## config.mk

```make
export PLATFORM = sky130hd
export DESIGN_NAME = shift_xfer_ctrl
export DESIGN_NICKNAME = d
export VERILOG_FILES = /design/src/rtl/shift_xfer_ctrl.sv
export SDC_FILE = /design/constraint.sdc
export NUM_CORES = 1
export LEC_CHECK = 0
export ABC_AREA = 1
export ABC_CLOCK_PERIOD_IN_PS = 2300
export CORE_MARGIN = 2
export CORE_UTILIZATION = 40
export DETAILED_ROUTE_END_ITERATION = 16
export GPL_TIMING_DRIVEN = 0
export HOLD_SLACK_MARGIN = 0.02
export PLACE_DENSITY = 0.72
export REMOVE_ABC_BUFFERS = 1
export SLEW_MARGIN = 5
export SYNTH_ARGS = -nofsm -noshare
export SYNTH_HDL_FRONTEND = slang
export SYNTH_SLANG_ARGS = --single-unit
```

## constraint.sdc

```tcl
create_clock -name clk -period 2.3 [get_ports clk]
set_clock_uncertainty 0.1 [all_clocks]
set_input_delay 0.345 -clock clk [delete_from_list [all_inputs] [get_ports clk]]
set_output_delay 0.345 -clock clk [all_outputs]
set_load 0.01 [all_outputs]
```

## src/rtl/shift_xfer_ctrl.sv

```systemverilog
// rtl/shift_xfer_ctrl.sv - full-duplex serial shift transfer controller
// Shifts a parallel word out MSB-first on so while capturing si into the same register.
module shift_xfer_ctrl #(
  parameter  int W   = 4,
  parameter  int DIV = 1,
  localparam int CW  = $clog2(W + 1),
  localparam int DW  = $clog2(DIV + 1)
) (
  input  logic         clk,
  input  logic         reset,
  input  logic [W-1:0] tx_data,
  input  logic         tx_valid,
  output logic         tx_ready,
  input  logic         abort,
  input  logic         si,
  output logic         so,
  output logic         shift_en,
  output logic         busy,
  output logic [W-1:0] rx_data,
  output logic         rx_valid
);

  typedef enum logic [1:0] {
    S_IDLE  = 2'd0,
    S_SHIFT = 2'd1,
    S_DONE  = 2'd2
  } state_t;

  localparam logic [DW-1:0] DIV_LAST = DW'(DIV - 1);
  localparam logic [CW-1:0] BIT_LAST = CW'(W - 1);

  state_t        r_state;
  logic [W-1:0]  r_shreg;
  logic [CW-1:0] r_bit_cnt;
  logic [DW-1:0] r_div_cnt;
  logic [W-1:0]  r_rx_data;
  logic          r_rx_valid;

  logic          w_shift;
  logic [W-1:0]  w_shreg_next;

  assign w_shift      = (r_state == S_SHIFT) && (r_div_cnt == DIV_LAST);
  assign w_shreg_next = {r_shreg[W-2:0], si};

  always_ff @(posedge clk) begin
    if (reset) begin
      r_state    <= S_IDLE;
      r_shreg    <= '0;
      r_bit_cnt  <= '0;
      r_div_cnt  <= '0;
      r_rx_data  <= '0;
      r_rx_valid <= 1'b0;
    end else begin
      r_rx_valid <= 1'b0;
      case (r_state)
        S_IDLE: begin
          if (tx_valid) begin
            r_shreg   <= tx_data;
            r_bit_cnt <= '0;
            r_div_cnt <= '0;
            r_state   <= S_SHIFT;
          end
        end
        S_SHIFT: begin
          // abort wins even over the final shift, so no partial word is ever published
          if (abort) begin
            r_shreg   <= '0;
            r_bit_cnt <= '0;
            r_div_cnt <= '0;
            r_state   <= S_IDLE;
          end else begin
            r_div_cnt <= w_shift ? '0 : r_div_cnt + DW'(1);
            if (w_shift) begin
              r_shreg   <= w_shreg_next;
              r_bit_cnt <= r_bit_cnt + CW'(1);
              if (r_bit_cnt == BIT_LAST) begin
                r_rx_data  <= w_shreg_next;
                r_rx_valid <= 1'b1;
                r_state    <= S_DONE;
              end
            end
          end
        end
        S_DONE: begin
          r_state <= S_IDLE;
        end
        default: begin
          r_state <= S_IDLE;
        end
      endcase
    end
  end

  assign tx_ready = (r_state == S_IDLE);
  assign busy     = (r_state != S_IDLE);
  assign so       = (r_state == S_SHIFT) ? r_shreg[W-1] : 1'b0;
  assign shift_en = w_shift;
  assign rx_data  = r_rx_data;
  assign rx_valid = r_rx_valid;

endmodule

```

==> results of run 1 <==
## layer usage
metal	up-vias	part of all wire, %
met4	0	1.1
met2	16	48
met1	332	45
met5	-	0
met3	5	5.6
li1	381	-
## cell usage in the layout (no fill, tap or decap), types with 2 or more instances in the layout
cell type / count
clkbuf_4: 3
clkdlybuf4s50_1: 17
dfxtp_1: 15
ha_1: 2
inv_1: 15
nand2_1: 27
nand2_2: 2
nand2_4: 3
nand3_1: 16
nand3_2: 3
nor2_1: 18
nor2_4: 2
## cell type report
cell class / count / area, um2 / share of cell area [%]
Inverter: 16 / 60.06 / 6.038
Tap cell: 25 / 31.28 / 3.145
Timing Repair Buffer: 17 / 170.2 / 17.11
Clock buffer: 4 / 26.28 / 2.642
Sequential cell: 15 / 300.3 / 30.19
Multi-Input combinational cell: 78 / 406.6 / 40.88
## power groups by stage
| stage | combinational (mW) | sequential (mW) | clock [mW] |
|---|---|---|---|
| 2_1_floorplan | 0.0642 | 0.283 | 0 |
| 3_5_place_dp | 0.102 | 0.286 | 0 |
| 5_1_grt | 0.114 | 0.281 | 0.169 |
| 6_report | 0.101 | 0.280 | 0.157 |
| 3_3_place_gp | 0.0998 | 0.285 | 0 |
| 4_1_cts | 0.102 | 0.280 | 0.161 |
## cell families (layout without fill, tap and decap cells)
logic type                 Yosys count  after routing  synth area share, %
AOI/OAI and AO/OA                    3              3                2.422
and+or+nand+nor                     73             73                46.85
adders and majority gates            2              2                3.231
DFF                                 15             15                38.77
buffers and inverters               17             37                8.723
## path summary, 6_finish.rpt
path / start / endpoint / slack [ps] / depth (start not counted)
max reg2reg: r_bit_cnt[1]$_SDFFE_PP0P_ / rx_data[3]$_SDFFE_PP0P_ / 930 / 6
min: rx_data[1]$_SDFFE_PP0P_ / rx_data[1]$_SDFFE_PP0P_ / 380 / 2
max: r_state[0]$_SDFFE_PP0P_ / shift_en / 180 / 5
min reg2reg: rx_data[1]$_SDFFE_PP0P_ / rx_data[1]$_SDFFE_PP0P_ / 380 / 2
## sequential cells by signal, indices dropped and copies added (netlist names)
register   cells
r_bit_cnt      3
r_div_cnt      1
r_shreg        4
r_state        2
rx_data        4
rx_valid       1
## worst reg2reg max path, cell delays in order (launching register included)
cell     delay (ps)
dfxtp_1         350
ha_1            160
ha_1            200
inv_1            70
nor3_2          250
nand3_1         110
nand2_1          70
## through the flow
step	utilization, %	area, um2
5_1_grt	55.79	994.7
2_1_floorplan	-	767.0
6_report	55.79	994.7
3_3_place_gp	54.32	968.4
4_1_cts	55.79	994.7
3_5_place_dp	54.32	968.4
==> out/qor.yml, run 1 <==
seq_power_share_pct: 52.1
syn_avg_cell_area_um2: 7.041
cts.htree.levels: 1
cts_setup_buffers: 0
slew_violations: 0
critPathLaunchType: "flip-flop"
busiest_layer: "met2"
whs_ps: 375.8
yosysMostFrequentCell: "nand2_1"
grt_use_met1_pct: 19.46
yosys.area.top_type: "dfxtp_1"
cts_buffer_depth: 2
worst_slack_ps: 181.0
cts-root-buf: "clkbuf_4"
cts_buffers: 3
hold_class: "flip-flop to flip-flop"
use_met2_pct: 26.93
io_buffers: 17
dieArea_um2: 2304
post_cts_resized: 0
fill_cells: 182
final-hold-violation-count: 0
setup_viol: 0
ys.flop_type: "dfxtp_1"
seq_area_frac_synth_pct: 38.77
die_y_um: 48
swShare_pct: 28.61
final_nets: 142
synth-edff-count: 0
yosysUniqueCellTypes: 17
worstPathMaxFanout: 8
gp_congestion: 0.8076
pwr-share-comb_pct: 18.8
path_common_cell: "inv_1"
cp.arrival_ps: 1670
cp.required_ps: 1860
clockPowerShare_pct: 29.1
vias_per_cell: 4.735
max_slew_margin_pct: 75.59
cts_tree: "yes"
synth.area.top_cells: "dfxtp_1 (39%), nand2_1 (13%), nand3_1 (10%)"
clk_latency_ps: 290
grt_pass1_wl_um: 2587
initial_core_util_pct: 43.44
ys_ff_latch: 15
maxCapViolations: 0
antenna_found_initial: 0
yosysWarnings: 0
path_class: "flip-flop to output port"
drt_iter0_drc: 5
cellPowerDensity_nw_per_um2: 540.3
vdd_drop_max_mv: 0.4033
switching_power_mw: 0.1538
grt-ovfl-total: 0
io_pins: 18
crit_chain: "inv_1 -> nor2_4 -> nand2_2 -> inv_1 -> clkdlybuf4s50_1"
drt-total-wl_um: 1558
coreArea_um2: 1783
drive_gt1_share_pct: 12.31
cts-hold-fix-buffers: 0
p_total_mw: 0.5375
fin_cells: 155
ant_nets: 0
grt_usage_pct: 16.37
intPower_mw: 0.3837
path_clk_slew_ps: 90
dp_hpwl_um: 1218
status: "finished, final reports clean"
async_reset_ff_share_pct: 0
synth_area_um2: 774.5
grt_use_met3_pct: 6.792
final.setup.tns_ps: 0
cts.sinks: 15
syn2layout_area_growth_pct: 28.43
power_leakage_nw: 0.4552
diodes: 0
dp.cells: 151
crit_slowest_cell: "clkdlybuf4s50_1"
finalCritPeriodShare_pct: 92.13
grt_pass1_vias: 635
grt_max_degree: 14
first_pass_iters: 4
post-route-min-period_ps: 2119
wire_per_inst_um: 10.05
netlist_instances: 110
fp.dieW_um: 48
grt_setup_unrepaired: "false"
cp_slowest_stage_delay_ps: 520
netlist_top_cells_count: "nand2_1 (27), nor2_1 (18), nand3_1 (16)"
drc: 0
synth_top_area_share_pct: 38.77
max_freq_mhz: 471.9
num_vias: 734
cp_num_buf_inv: 3
place_ws_ps: 490.0
crit_path_end_kind: "output port"
worstMarginPinSlew_ps: 365.8
cp_top_family: "buffers and inverters"
num_rows: 15
Note: power is estimated with default switching activity, not from simulation.
==> inputs of run 2 (changes only) <==
--- a/config.mk
+++ b/config.mk
@@ -10,7 +10,6 @@
 export CORE_MARGIN = 2
 export CORE_UTILIZATION = 40
 export DETAILED_ROUTE_END_ITERATION = 16
-export GPL_TIMING_DRIVEN = 0
 export HOLD_SLACK_MARGIN = 0.02
 export PLACE_DENSITY = 0.72
 export REMOVE_ABC_BUFFERS = 1
@@ -18,3 +17,4 @@
 export SYNTH_ARGS = -nofsm -noshare
 export SYNTH_HDL_FRONTEND = slang
 export SYNTH_SLANG_ARGS = --single-unit
+export TNS_END_PERCENT = 30
==> run 2 against run 1 <==
Worst setup slack improved by 30 ps. Clock power decreased by 6%. Utilization increased by 0.070 points. Register-to-register slack gained 20 ps. Critical endpoint unchanged. Largest cell class unchanged. Highest routed layer unchanged.
==> out/qor.yml, run 2 (same netlist as run 1, synthesis figures left out) <==
cts.htree.levels: 1  # unchanged
final_cell_area_um2: 996.0  # was 994.7 um2
vdd_drop_max_mv: 0.2575  # was 0.4033 mV
cp.required_ps: 1860  # about the same
wire_per_inst_um: 9.439  # was 10.05 um
worst_slack_ps: 211.0  # was 181.0 ps
dieArea_um2: 2304  # unchanged
post_cts_resized: 0  # unchanged
drt_iter0_drc: 12  # was 5
cts-hold-fix-buffers: 0  # unchanged
cts_buffer_depth: 2  # unchanged
status: "finished, final reports clean"  # unchanged
whs_ps: 375.2  # was 375.8 ps
cts-root-buf: "clkbuf_4"  # unchanged
layout_commonest_cell: "nand2_1"  # unchanged
crit_path_end_kind: "output port"  # unchanged
io_pins: 18  # unchanged
slew_violations: 0  # unchanged
worstMarginPinSlew_ps: 380.2  # was 365.8 ps
vias_per_cell: 4.587  # was 4.735
initial_core_util_pct: 43.44  # unchanged
grt-ovfl-total: 0  # unchanged
final_nets: 142  # unchanged
grt_usage_pct: 15.39  # was 16.37%
worstSetupStartpoint: "r_state[0]$_SDFFE_PP0P_"  # unchanged
cp-endpoint: "shift_en"  # unchanged
gp_congestion: 0.8120  # was 0.8076
cp.arrival_ps: 1640  # was 1670 ps
maxCapViolations: 0  # unchanged
first_pass_iters: 3  # was 4
io_buffers: 17  # unchanged
die_y_um: 48  # unchanged
place_ws_ps: 517.1  # was 490.0 ps
drc: 0  # unchanged
finalCritPeriodShare_pct: 90.83  # was 92.13%
cts_tree: "yes"  # unchanged
clk_latency_ps: 280  # was 290 ps
cts_buffers: 3  # unchanged
switching_power_mw: 0.1467  # was 0.1538 mW
path_class: "flip-flop to output port"  # unchanged
intPower_mw: 0.3806  # was 0.3837 mW
cellPowerDensity_nw_per_um2: 529.4  # was 540.3 nW/um2
r2r_setup_slack_ps: 950  # was 930 ps
fp.dieW_um: 48  # unchanged
critPathLaunchType: "flip-flop"  # unchanged
post-route-min-period_ps: 2089  # was 2119 ps
coreArea_um2: 1783  # unchanged
final-hold-violation-count: 0  # unchanged
grt_pass1_wl_um: 2511  # was 2587 um
drt-total-wl_um: 1463  # was 1558 um
cts_setup_buffers: 0  # unchanged
max_freq_mhz: 478.7  # was 471.9 MHz
diodes: 0  # unchanged
mostFrequentLayoutCells: "nand2_1 (27), nor2_1 (18), clkdlybuf4s50_1 (17), nand3_1 (16)"  # unchanged
num_rows: 15  # unchanged
rr_endpoint: "rx_data[0]$_SDFFE_PP0P_"  # was rx_data[3]$_SDFFE_PP0P_
cts.sinks: 15  # unchanged
pwr-share-comb_pct: 19.0  # was 18.8%
grt_max_degree: 14  # unchanged
worstPathMaxFanout: 8  # unchanged
dp_hpwl_um: 1142  # was 1218 um
grt_setup_unrepaired: "false"  # unchanged
num_vias: 711  # was 734
syn2layout_area_growth_pct: 28.59  # was 28.43%
swShare_pct: 27.82  # was 28.61%
r2r_start: "r_bit_cnt[1]$_SDFFE_PP0P_"  # unchanged
seq_power_share_pct: 53.0  # was 52.1%
final.setup.tns_ps: 0  # unchanged
dpl_cell_area_um2: 968.4  # unchanged
finish.utilization_pct: 55.86  # was 55.79%
hold_class: "flip-flop to flip-flop"  # unchanged
max_slew_margin_pct: 74.63  # was 75.59%
ant_nets: 0  # unchanged
setup_viol: 0  # unchanged
clockPowerShare_pct: 28.0  # was 29.1%
path_clk_slew_ps: 90  # about the same
r2r_cells: 6  # unchanged
drive_gt1_share_pct: 13.08  # was 12.31%
grt_pass1_vias: 649  # was 635
power_leakage_nw: 0.4579  # was 0.4552 nW
antenna_found_initial: 0  # unchanged
-- run 2: changes by cell type in the layout (fill, tap and decap cells not counted), sizes merged --
cell	previous run	this run
clkbuf	4	3
clkinv	0	1
-- run 2: how the worst min path moves through the flow --
stage | end | start | slack, ps | cells after the start
after floorplan | r_state[0]$_SDFFE_PP0P_ | reset | 310 | 1
after global placement | rx_data[0]$_SDFFE_PP0P_ | rx_data[0]$_SDFFE_PP0P_ | 360 | 2
after detailed placement | rx_data[1]$_SDFFE_PP0P_ | rx_data[1]$_SDFFE_PP0P_ | 360 | 2
after CTS | rx_data[1]$_SDFFE_PP0P_ | rx_data[1]$_SDFFE_PP0P_ | 380 | 2
after global routing | rx_data[2]$_SDFFE_PP0P_ | rx_data[2]$_SDFFE_PP0P_ | 400 | 2
final | rx_data[2]$_SDFFE_PP0P_ | rx_data[2]$_SDFFE_PP0P_ | 380 | 2
-- run 2: routing by layer --
metal	wire length (um)	vias to the layer above	GRT usage, %
met5	0	-	0
met4	6	0	8.649
li1	-	380	-
met2	708	11	25.07
met1	691	318	19.27
met3	56	2	2.264
-- run 2: worst max-delay path: stages, from the launching register on --
cell and delay (ps):
dfxtp_1 400, inv_1 90, nor2_4 140, nand2_2 140, inv_1 70, clkdlybuf4s50_1 520
-- run 2: through the flow --
stage,power [mW],instances
floorplan,0.3477,109
global placement,0.3848,151
detailed placement,0.3861,151
CTS,0.5349,155
global route,0.5610,155
finish,0.5273,155
-- run 2: power groups by stage --
stage / registers [mW] / clock network (mW) / logic [mW]
detailed placement: 0.285 / 0 / 0.101
finish: 0.279 / 0.147 / 0.100
CTS: 0.280 / 0.154 / 0.101
floorplan: 0.283 / 0 / 0.0642
global route: 0.282 / 0.166 / 0.114
global placement: 0.285 / 0 / 0.0998
-- run 2: layout make-up --
class	instances	area [um2]
clock buffer	3	22.52
clock inverter	1	5.005
fill	181	787.0
inverter	16	60.06
multi-input combinational	78	406.6
sequential	15	300.3
tap	25	31.28
timing repair buffer	17	170.2
